File: config.mk
export PLATFORM = sky130hd
export DESIGN_NAME = seg_scan_ctrl
export DESIGN_NICKNAME = d
export VERILOG_FILES = /design/src/rtl/seg_scan_ctrl.sv
export SDC_FILE = /design/constraint.sdc
export NUM_CORES = 1
export LEC_CHECK = 0
export BUFFER_PORTS_ARGS = -buffer_cell sky130_fd_sc_hd__buf_4
export CAP_MARGIN = 20
export CORE_MARGIN = 2
export CORE_UTILIZATION = 45
export CTS_BUF_LIST = sky130_fd_sc_hd__clkbuf_8 sky130_fd_sc_hd__clkbuf_16
export DETAILED_ROUTE_END_ITERATION = 7
export PLACE_DENSITY = 0.65
export REMOVE_ABC_BUFFERS = 1
export SLEW_MARGIN = 15
export SYNTH_ARGS = -nofsm -noshare
export SYNTH_HDL_FRONTEND = slang
export SYNTH_SLANG_ARGS = --single-unit
File: constraint.sdc
create_clock -name CP -period 2.1 [get_ports CP]
set_input_delay 0 -clock CP [delete_from_list [all_inputs] [get_ports CP]]
set_output_delay 0 -clock CP [all_outputs]
set_load 0.02 [all_outputs]
File: src/rtl/seg_scan_ctrl.sv
// seg_scan_ctrl: time-multiplexed scan controller that shares one 4511-style
// BCD-to-7-segment decoder across NUM_DIGITS common-cathode digits.
// Each digit gets a blanking gap followed by a lit dwell period. New digit
// values are double-buffered so that a frame in progress is never torn.
// Optional build macro: SEG_SCAN_LZB_EN enables leading-zero blanking.
module seg_scan_ctrl #(
    parameter int NUM_DIGITS   = 4,
    parameter int DWELL_CYCLES = 8,
    parameter int BLANK_CYCLES = 2
) (
    input  logic                    CP,
    input  logic                    MRN,
    input  logic                    ena,
    input  logic                    load,
    input  logic [4*NUM_DIGITS-1:0] digits_in,
    output logic [3:0]              bcd_out,
    output logic                    bi_n_out,
    output logic [NUM_DIGITS-1:0]   dig_sel,
    output logic                    frame_done,
    output logic                    busy
);

    localparam int IDX_W   = $clog2(NUM_DIGITS);
    localparam int TMR_MAX = (DWELL_CYCLES > BLANK_CYCLES) ? DWELL_CYCLES : BLANK_CYCLES;
    localparam int TMR_W   = $clog2(TMR_MAX + 1);

    typedef enum logic [1:0] {
        IDLE  = 2'd0,
        BLANK = 2'd1,
        SHOW  = 2'd2
    } state_t;

    state_t                  state, nxt_state;
    logic [IDX_W-1:0]        idx, nxt_idx;
    logic [TMR_W-1:0]        timer, nxt_timer;
    logic [4*NUM_DIGITS-1:0] active, nxt_active;
    logic [4*NUM_DIGITS-1:0] shadow, nxt_shadow;
    logic                    pending, nxt_pending;
    logic                    nxt_frame_done;

    // Select one BCD nibble out of the packed digit register.
    function automatic logic [3:0] digit_of(input logic [4*NUM_DIGITS-1:0] act,
                                            input logic [IDX_W-1:0]        k);
        return act[{k, 2'b00} +: 4];
    endfunction

`ifdef SEG_SCAN_LZB_EN
    // A digit is lit unless it and every more-significant digit are zero;
    // digit 0 always lights so a value of zero still shows "0".
    function automatic logic digit_lit(input logic [4*NUM_DIGITS-1:0] act,
                                       input logic [IDX_W-1:0]        k);
        logic nz;
        nz = 1'b0;
        for (int i = 0; i < NUM_DIGITS; i++) begin
            if (i >= int'(k) && act[4*i +: 4] != 4'd0)
                nz = 1'b1;
        end
        return nz || (k == '0);
    endfunction
`endif

    // Next-state logic: scan sequencing plus shadow/active buffer handling.
    always_comb begin
        nxt_state      = state;
        nxt_idx        = idx;
        nxt_timer      = timer;
        nxt_active     = active;
        nxt_shadow     = shadow;
        nxt_pending    = pending;
        nxt_frame_done = 1'b0;

        if (load)
            nxt_shadow = digits_in;

        case (state)
            IDLE: begin
                // Nothing is being displayed, so new data goes straight live.
                if (load)
                    nxt_active = digits_in;
                if (ena) begin
                    nxt_state = BLANK;
                    nxt_idx   = '0;
                    nxt_timer = '0;
                end
            end
            BLANK: begin
                if (load)
                    nxt_pending = 1'b1;
                if (timer == TMR_W'(BLANK_CYCLES - 1)) begin
                    nxt_state = SHOW;
                    nxt_timer = '0;
                end else begin
                    nxt_timer = timer + TMR_W'(1);
                end
            end
            SHOW: begin
                if (timer == TMR_W'(DWELL_CYCLES - 1)) begin
                    nxt_timer = '0;
                    if (idx == IDX_W'(NUM_DIGITS - 1)) begin
                        // Frame end: the only point where a running scan
                        // may take new data; a same-cycle load beats the shadow.
                        nxt_frame_done = 1'b1;
                        nxt_idx        = '0;
                        nxt_pending    = 1'b0;
                        if (load)
                            nxt_active = digits_in;
                        else if (pending)
                            nxt_active = shadow;
                        nxt_state = ena ? BLANK : IDLE;
                    end else begin
                        if (load)
                            nxt_pending = 1'b1;
                        nxt_idx   = idx + IDX_W'(1);
                        nxt_state = BLANK;
                    end
                end else begin
                    if (load)
                        nxt_pending = 1'b1;
                    nxt_timer = timer + TMR_W'(1);
                end
            end
            default: begin
                nxt_state = IDLE;
                nxt_idx   = '0;
                nxt_timer = '0;
            end
        endcase
    end

    // State, buffers and registered outputs; outputs follow the next state
    // so they line up cycle-for-cycle with the phase being entered.
    always_ff @(posedge CP or negedge MRN) begin
        if (!MRN) begin
            state      <= IDLE;
            idx        <= '0;
            timer      <= '0;
            active     <= '0;
            shadow     <= '0;
            pending    <= 1'b0;
            bcd_out    <= 4'd0;
            bi_n_out   <= 1'b0;
            dig_sel    <= '0;
            frame_done <= 1'b0;
            busy       <= 1'b0;
        end else begin
            state      <= nxt_state;
            idx        <= nxt_idx;
            timer      <= nxt_timer;
            active     <= nxt_active;
            shadow     <= nxt_shadow;
            pending    <= nxt_pending;
            bcd_out    <= digit_of(nxt_active, nxt_idx);
`ifdef SEG_SCAN_LZB_EN
            bi_n_out   <= (nxt_state == SHOW) && digit_lit(nxt_active, nxt_idx);
`else
            bi_n_out   <= (nxt_state == SHOW);
`endif
            dig_sel    <= (nxt_state == SHOW) ? (NUM_DIGITS'(1) << nxt_idx) : '0;
            frame_done <= nxt_frame_done;
            busy       <= (nxt_state != IDLE);
        end
    end

endmodule

* Word level (Yosys, flattened, before mapping)
Cells that the tools add are included.
** Word-level totals
- Bits in latches :: 0
- Bits of input ports :: 20
- RAM bits :: 0
- Register bits after elaboration :: 52
- Output and inout bits :: 11
- Memory bits (read-only) :: 0
- Memories kept :: 0
** Operators by class
- $mul :: 0
- Multiplexer cells :: 28
- Add/sub/neg operators :: 2
- Divide/modulo/power cells :: 0
- Order comparisons :: 0
- Bitwise logic cells :: 0
- Reduce and logical (&&, ||, !) cells :: 3
- Eq/ne operators :: 7
- Shift operators :: 2
** Operator list (number)
- 16-bit two-way mux :: 5
- 16-bit one-hot mux with 2 select lines :: 1
- 4-bit two-way mux :: 4
- 16-bit by 5-bit variable part select with 4-bit output :: 1
- 2-bit two-way mux :: 6
- 2-bit one-hot mux with 3 select lines :: 2
- 4-bit one-hot mux with 3 select lines :: 1
- 1-bit two-way mux :: 8
- 2-bit equality test, second input constant :: 3
- 4-bit by 1-bit adder with 4-bit output, second input constant :: 1
- 4-bit by 1-bit equality test with 1-bit output, second input constant :: 1
- 4-bit by 3-bit equality test with 1-bit output, second input constant :: 1
- 2-bit nonzero test :: 2
- 1-bit by 2-bit left shift with 4-bit output, first input constant :: 1
- 2-bit by 1-bit adder with 2-bit output, second input constant :: 1
- 2-bit by 1-bit equality test with 1-bit output, second input constant :: 1
- 2-bit logical NOT :: 1
- 2-bit != test, second input constant :: 1
- 1-bit one-hot mux with 2 select lines :: 1

* Longest topological paths before layout
Gate-level depths: netlist of run 1.
- Depth in word-level cells :: 6
- Gate-level depth with buffers :: 10
- Gate-level depth less buffers :: 9

* Worst setup path after synthesis of run 1
No wires, ideal clock.
- Path kind :: register -> register
- Start point :: register state[0]
- End point :: register dig_sel[2]
- Data arrival time :: 2.010 ns
- Setup slack :: 0.008 ns
- Cell stages (with the launch flop) :: 10
- Setup time :: 0.082 ns
- Required time :: 2.018 ns
- Cells stage by stage :: dfrtp_1 inv_1 ha_1 buf_2 or3b_4 a21oi_4 o21ai_2 a221oi_4 nand2_4 nor3_2
** Between the ends
- Longest elaborated chain between the ends :: 4
- Elaborated cells between the ends (all ways) :: 11
** RTL lines
- start, declared :: line 33 : state_t state, nxt_state;
- start signal, assigned :: line 146 : state <= nxt_state;
- 2-bit equality test, or another cell as far along :: line 75 : case (state)
- 2-bit one-hot mux with 3 select lines :: line 75
- 2-bit equality test or 1-bit by 2-bit left shift with 4-bit output (tied branches) :: line 158 : dig_sel <= (nxt_state == SHOW) ? (NUM_DIGITS'(1) << nxt_idx) : '0;
- 4-bit two-way mux * :: line 158
- end signal, assigned :: line 158
- end, declared :: line 18 : output logic [NUM_DIGITS-1:0] dig_sel,
Every way passes the cells marked *; elsewhere a longest branch is shown, timed or not.
A chain may end at the register's enable or synchronous reset.

* Final worst setup path of run 1
- Start point :: register state[0]
- End point :: register dig_sel[3]
** Between the ends
- Longest elaborated chain between the ends :: 4
- Elaborated cells between the ends (all ways) :: 11
** RTL lines
- 2-bit equality test, or another cell as far along :: line 75
- 2-bit one-hot mux with 3 select lines * :: line 75
- net nxt_idx[1] :: line 34 : logic [IDX_W-1:0] idx, nxt_idx;
- 1-bit by 2-bit left shift with 4-bit output * :: line 158
- 4-bit two-way mux * :: line 158
The timed path passes the listed nets; every way through them passes the cells marked *.

==> impl_results.md, run 1 <==
- Status: finished, final reports clean
- CP cell instances: inv_1, ha_4, buf_4, nand2_1, or2_2, a31o_4, inv_2, buf_4, nand2_1, nor2_1
- Most common flop cell mapped by yosys: dfrtp_1
- Crit path buffers/inverters: 4
- Cell with the most instances after synthesis: dfrtp_1
- Nets: 429
- Post-route cell area: 0.003894 sq mm
- Vias: ~2,700
- Cell Area, Placed: 0.003520 sq mm
- FF+latch area: between 0.001 and 0.0015 sq mm
- CTS buffer count: 5
- Total Power: 3.837 mW
- Clock Path Buffers: 2
- Util after Layout: 0.5828
- Post-synth top area share: 0.4243
- Share of post-route cells with drive strength above 1: 0.2569
- Max transition margin: 0.5385
- CORE AREA: between 0.006 and 0.007 sq mm
- CP Launch Type: register
- Aggregate routed wire length: 7796 um
- Root Driver: clkbuf_8
- Grt ovf: 0
- Max-Cap Viols: 0
- Clk_lat worst skew: 0.30 ns
- Clock Skew: roughly 0.0090 ns
- FMAX: about 0.5 GHz
- Post-layout min period: 2.030 ns
- Cell row count: 30
- Area of the multi-input gates: approximately 0.0016 sq mm
- Drt first pass iters: 4
- Top cells by area, synth: dfrtp_1 42%, o21ai_0 7.8%, inv_1 3.8%
- First DRT Iteration DRCs: ~150
- Worst Setup Path Type: register to register
- Initial core utilization: 0.4590
- DIE AREA: ~0.0075 sq mm
- Hold depth: 4
- All-Layer GR Usage: 0.2175
- Filler cells: around 600
- Worst reg2reg path depth: 10
- H-tree depth: 2
- Worst VDD drop: between 0.6 and 0.7 mV
- PortBufs: 30
- Largest net degree at the start of global routing: 53
- WL/cell: 16.21 um
- Setup violators final: 0
- Post-synth ARST share: 1.000
- Detailed-route DRC error count: 0
- Placed Cells: 453
- Final Hold Viols: 0
- Area grow syn2layout: 26.97%
- Pwr/cell area: ~990 mW/mm^2
- Die span in x: approximately 87 um
- Clock-pin slew of the registers on the worst-case setup and hold paths: around 0.090 ns
- Worst Path Required: roughly 2.3 ns
- Post-synth top cells: 52 x dfrtp_1, 48 x o21ai_0, 31 x inv_1, 28 x nand2_1, 21 x nor2_1
- CP top delay family: buffers and inverters
- Fin Setup TNS: 0 ns
- Cell taking the most area after synthesis: dfrtp_1
- Post-Syn Area: 0.003067 sq mm
- Post-DP HPWL: approximately 5300 um
- RSZ-0062 raised after global routing: true
- Die Span Y: approximately 87 um
- Vias in the first global route: roughly 2,700
- Via density: ~5.6
- CP Capture Type: register
- CTS tree: done
- Worst path arrival time: approximately 2.3 ns
- Syn. warnings: 0
- Ports: 31
- Max-slew violation count: 0
- Worst-margin pin slew: between 0.6 and 0.7 ns
- Synthesized instance count: 334
- Global placer's final weighted congestion: slightly above 0.8
- Slowest cell on crit path: dfrtp_1
- Worst hold path type: input pin to register
- LEAKAGE: 1.848 nW
- Total clock sinks: 52
- Post-synth EDFFs: 0
- Crit path depth: 10
- Ant. Diodes: 0
- Global-route wire length before repair: 12,940 um
- Max incr delay on CP: ~0.40 ns
- Average size of a mapped cell: 9.182 sq um
- #FFs+latches synth: 52
- Antenna viol nets, final: 0
- Initial antenna violation count: 0
- Max Fanout on Critical Path: 8
- Final clock period utilization by the worst path: 0.9666
- Sequential area share after synthesis: 0.4243
- Cell variety after synth: 50
- Non-filler cells, final: between 400 and 500
-- layout by cell type (no fill, tap or decap), types with 3 or more instances in the layout --
master	netlist	final
a21boi_0	4	4
a21o_1	4	4
a21oi_1	9	8
a22oi_1	14	14
a31oi_1	6	6
buf_4	1	58
clkbuf_8	0	5
dfrtp_1	52	52
dlygate4sd3_1	0	17
ha_1	8	4
inv_1	31	30
mux2_2	6	6
mux2i_1	6	6
nand2_1	28	28
nand3_1	6	5
nand3b_1	9	9
nor2_1	21	20
nor2b_1	5	5
o2111a_1	4	4
o211ai_1	5	5
o21ai_0	48	46
o21ai_1	5	6
o221ai_1	4	4
o32a_1	4	4
or2_2	4	4
or3_1	3	3
-- metrics by stage --
stage | setup WS [ns] | hold WS (ns)
floorplan | -0.2545 | -0.2956
global placement | 0.007075 | 0.08817
detailed placement | -0.03467 | 0.08606
CTS | 0.01006 | 0.02520
global route | -0.01982 | 0.06414
finish | 0.07017 | 0.05789
-- kinds of logic after synthesis --
group | synth area share
AO/OA/AOI/OAI | 0.2656
AND/OR/NAND/NOR | 0.1656
flip-flops | 0.4243
buffers and inverters | 0.07018
multiplexers | 0.04161
adder cells (fa/ha/maj) | 0.03264
-- routing by layer --
layer | wire, um | track usage | share of wire
met1 | 3550 | 0.2865 | 0.46
met2 | 3850 | 0.3755 | 0.49
met3 | 292 | 0.03429 | 0.037
met4 | 103 | 0.05256 | 0.013
met5 | 0 | 0 | 0
-- flip-flops by register name (all words and copies together) (netlist names) --
signal      cells
frame_done      1
busy            1
pending         1
idx             2
dig_sel         4
bi_n_out        1
shadow         16
timer           4
state           2
active         16
bcd_out         4
-- worst reg2reg max path: stages (launching register included) --
cell and delay [ns]:
dfrtp_1 0.40, inv_1 0.13, ha_4 0.20, buf_4 0.16, nand2_1 0.07, or2_2 0.29, a31o_4 0.28, inv_2 0.10
buf_4 0.16, nand2_1 0.07, nor2_1 0.11
-- path summary, 6_finish.rpt --
kind	from	end	slack, ns
max in group asynchronous	MRN	timer[0]	1.35
worst min-delay path	ena	bi_n_out	0.06
worst max register to register	state[0]	dig_sel[3]	0.07
worst max-delay path	state[0]	dig_sel[3]	0.07
min in group asynchronous	MRN	shadow[1]	0.26
worst min register to register	shadow[14]	shadow[14]	0.51
-- where the power goes --
part           total, mW  switching [mW]  internal, mW
Sequential          1.45           0.183          1.27
Combinational       1.84            1.04         0.797
Clock              0.548           0.325         0.223
Total               3.84            1.55          2.29
-- final cells by class --
| cell class | instances | share of cell area |
|---|---|---|
| Clock inverter | 2 | 0.002249 |
| Inverter | 32 | 0.03181 |
| Multi-Input combinational cell | 231 | 0.4168 |
| Clock buffer | 5 | 0.01767 |
| Sequential cell | 52 | 0.3342 |
| Timing Repair Buffer | 79 | 0.1716 |
| Tap cell | 80 | 0.02571 |
-- repair_timing --
item	4_1_cts	5_1_grt
hold endpoints to repair	68	0
gates resized for setup	2	19
pin swaps	1	9
endpoints found under the setup margin	6	11
setup buffers	1	3
gates cloned	0	0
hold buffers	17	0
Note: power is estimated with default switching activity, not from simulation.
==> inputs of run 2 (changes only) <==
--- a/config.mk
+++ b/config.mk
@@ -11,7 +11,7 @@
 export CORE_UTILIZATION = 45
 export CTS_BUF_LIST = sky130_fd_sc_hd__clkbuf_8 sky130_fd_sc_hd__clkbuf_16
 export DETAILED_ROUTE_END_ITERATION = 7
-export PLACE_DENSITY = 0.65
+export PLACE_DENSITY = 0.63
 export REMOVE_ABC_BUFFERS = 1
 export SLEW_MARGIN = 15
 export SYNTH_ARGS = -nofsm -noshare
==> constraint.sdc (replaced) <==
create_clock -name CP -period 1.9 [get_ports CP]
set_input_delay 0 -clock CP [delete_from_list [all_inputs] [get_ports CP]]
set_output_delay 0 -clock CP [all_outputs]
set_load 0.02 [all_outputs]
==> run 2 against run 1 <==
Net effect: the run now ends with setup timing left; via count is 1.7% higher; maximum frequency grew 3.8%; clock-buffer cell count rose by 1; clock power up 21%; clock skew up 0.0015 ns; highest routed layer unchanged.
==> impl_results.md, run 2 (same netlist as run 1, synthesis figures left out) <==
- Ant. Diodes: 0 (unchanged)
- Initial core utilization: 0.4590 (unchanged)
- Comb pwr share: 0.502 (+0.023)
- Filler cells: 581 (-5.2%)
- Via density: 5.450 (-2.5%)
- RSZ-0062 raised after global routing: true
- Initial antenna violation count: 0 (unchanged)
- Max-slew violation count: 0 (unchanged)
- WL/cell: 15.21 um (-6.1%)
- Biggest regs: active (16), shadow (16)
- CORE AREA: 0.006681 sq mm (unchanged)
- CTS tree: done
- Status: finished with violations
- Largest net degree at the start of global routing: 53 (unchanged)
- DIE AREA: 0.007491 sq mm (unchanged)
- LEAKAGE: 1.959 nW (+6.0%)
- Share of post-route cells with drive strength above 1: 0.3033 (+0.04646)
- Sw Ratio: 0.3876 (-0.01577)
- Area grow syn2layout: 33.13%
- Max Fanout on Critical Path: 5 (-3)
- Ports: 31 (unchanged)
- Clock-pin slew of the registers on the worst-case setup and hold paths: 0.10 ns (about the same)
- Pwr/cell area: 1116 mW/mm^2 (+13%)
- Worst path arrival time: 2.16 ns (-0.10 ns)
- Post-route setup slack: -0.05631 ns (-0.1265 ns)
- Commonest non-fill, non-tap cell in the layout: buf_4
- CP Capture Type: register
- CP Launch Type: register
- Post-route cell area: 0.004083 sq mm (+4.9%)
- Cell row count: 30 (unchanged)
- All-Layer GR Usage: 0.2173 (about the same)
- Post-layout min period: 1.956 ns (-0.07352 ns)
- Worst VDD drop: 0.7531 mV (+16%)
- Worst reg2reg path depth: 8 (-2)
- Root Driver: clkbuf_8
- Die span in x: 86.55 um (unchanged)
- Psw: 1.766 mW (+14%)
- R2r setup slk: -0.06 ns (-0.13 ns)
- Placed Cells: 470 (+3.8%)
- H-tree depth: 2 (unchanged)
- Hold Path Sink: state[0]
- Setup violators final: 8 (+8)
- Max transition margin: 0.5566 (+0.01811)
- Clock Path Buffers: 2 (unchanged)
- Leading cell types in the layout, fill and taps excluded: 78 x buf_4, 52 x dfrtp_1, 46 x o21ai_0, 28 x inv_1, 28 x nand2_1
- Clock Power Share: 0.146 (+0.003)
- First DRT Iteration DRCs: 156 (+7.6%)
- Pint: 2.789 mW (+22%)
- Detailed-route DRC error count: 0 (unchanged)
- Sequential share of power: 0.352 (-0.027)
- Post-DP HPWL: 5299 um (about the same)
- Final clock period utilization by the worst path: 1.030 (+0.06305)
- Worst Path Required: 2.10 ns (-0.23 ns)
- Aggregate routed wire length: 7637 um (-2.0%)
- Vias: 2,736 (+1.7%)
- Reg2Reg Launch Point: timer[1]
- Max-Cap Viols: 0 (unchanged)
- Grt ovf: 0 (unchanged)
- Total clock sinks: 52 (unchanged)
- PortBufs: 30 (unchanged)
- Worst Setup Path Type: register to register
- Clock Skew: 0.01051 ns (+0.001525 ns)
- Final Hold Viols: 0 (unchanged)
- Global-route wire length before repair: 12,860 um (-0.64%)
- Cell Area, Placed: 0.003647 sq mm (+3.6%)
- Failing checks: setup timing
- Worst hold path type: input pin to register
- Vias in the first global route: 2,730 (-0.55%)
- Worst-margin pin slew: 0.6652 ns (-0.02716 ns)
- Antenna viol nets, final: 0 (unchanged)
- Die Span Y: 86.55 um (unchanged)
- Global placer's final weighted congestion: 0.8307 (+2.3%)
- Crit path from: timer[1]
- Hold depth: 3 (-1)
- CTS buffer count: 5 (unchanged)
- Non-filler cells, final: 502 (+4.4%)
- Nets: 449 (+4.7%)
- Worst r2r dst: bcd_out[0]
- Drt first pass iters: 4 (unchanged)
- Hold Crit Start: ena
- Clk_lat worst skew: 0.32 ns (+0.02 ns)
- FMAX: 0.5112 GHz (+3.8%)
[run 2: cell types whose count changed in the layout (fill, tap and decap cells not counted), moves of 2 or more]
cell	before	now
inv_4	0	2
inv_1	30	28
ha_1	4	2
ha_4	2	4
buf_4	58	78
[run 2: worst max path at each step]
stage / slack [ns] / to / cells after the start
after floorplan: -0.45 / bcd_out[1] / 8
after global placement: -0.26 / bcd_out[1] / 8
after detailed placement: -0.27 / bcd_out[1] / 8
after CTS: -0.04 / bcd_out[3] / 8
after global routing: -0.15 / dig_sel[0] / 8
final: -0.06 / bcd_out[0] / 8
[run 2: final cells by class]
class,instances,area [sq um],area share
clock inverters,2,10.01,0.002452
clock buffers,6,82.58,0.02023
flip-flops and latches,52,1301,0.3187
multi-input cells,231,1654,0.4051
repair buffers,99,809.5,0.1983
inverters,32,125.1,0.03065
well taps,80,100.1,0.02452
[run 2: power by group through the flow]
| stage | Combinational (mW) | Clock (mW) | Sequential (mW) |
|---|---|---|---|
| 2_1_floorplan | 1.13 | 0 | 1.67 |
| 3_3_place_gp | 2.01 | 0 | 1.60 |
| 3_5_place_dp | 2.05 | 0 | 1.61 |
| 4_1_cts | 2.24 | 0.675 | 1.60 |
| 5_1_grt | 2.53 | 0.717 | 1.64 |
| 6_report | 2.29 | 0.664 | 1.60 |
[run 2: critical path, cell delays in order (launching register included)]
cell and delay [ns]:
dfrtp_1 0.41, ha_2 0.22, buf_6 0.12, nand4b_4 0.14, o32a_1 0.37, o2111a_1 0.13, o211a_1 0.23, o21ai_1 0.15
nand3_1 0.08
[run 2: timing repair]
| action | in CTS | in global routing |
|---|---|---|
| hold endpoints to repair | 68 | 0 |
| cloned | 0 | 0 |
| hold buffers | 17 | 0 |
| setup buffers | 5 | 2 |
| pin swaps | 20 | 17 |
| gates resized for setup | 25 | 6 |
| setup endpoints to repair | 16 | 12 |
[run 2: layer usage]
layer,vias up,part of all wire,global-route usage,wire length (um)
met3,8,0.038,0.03333,294
met1,1302,0.47,0.2917,3583
met5,-,0,0,0
met2,55,0.48,0.3643,3650
met4,0,0.014,0.06392,108
li1,1371,-,-,-
[run 2: metrics by stage]
step                utilization  power (mW)  TNS [ns]  setup slack (ns)  hold WS (ns)
floorplan                     -       2.793    -4.322           -0.4545       -0.2956
CTS                      0.6056       4.516  -0.06600          -0.03910       0.01116
finish                   0.6110       4.555   -0.3576          -0.05631       0.01040
detailed placement       0.5459       3.669    -1.797           -0.2709       0.08730
global route             0.6110       4.890    -1.188           -0.1464       0.01627
global placement         0.5459       3.616    -1.577           -0.2591       0.08806
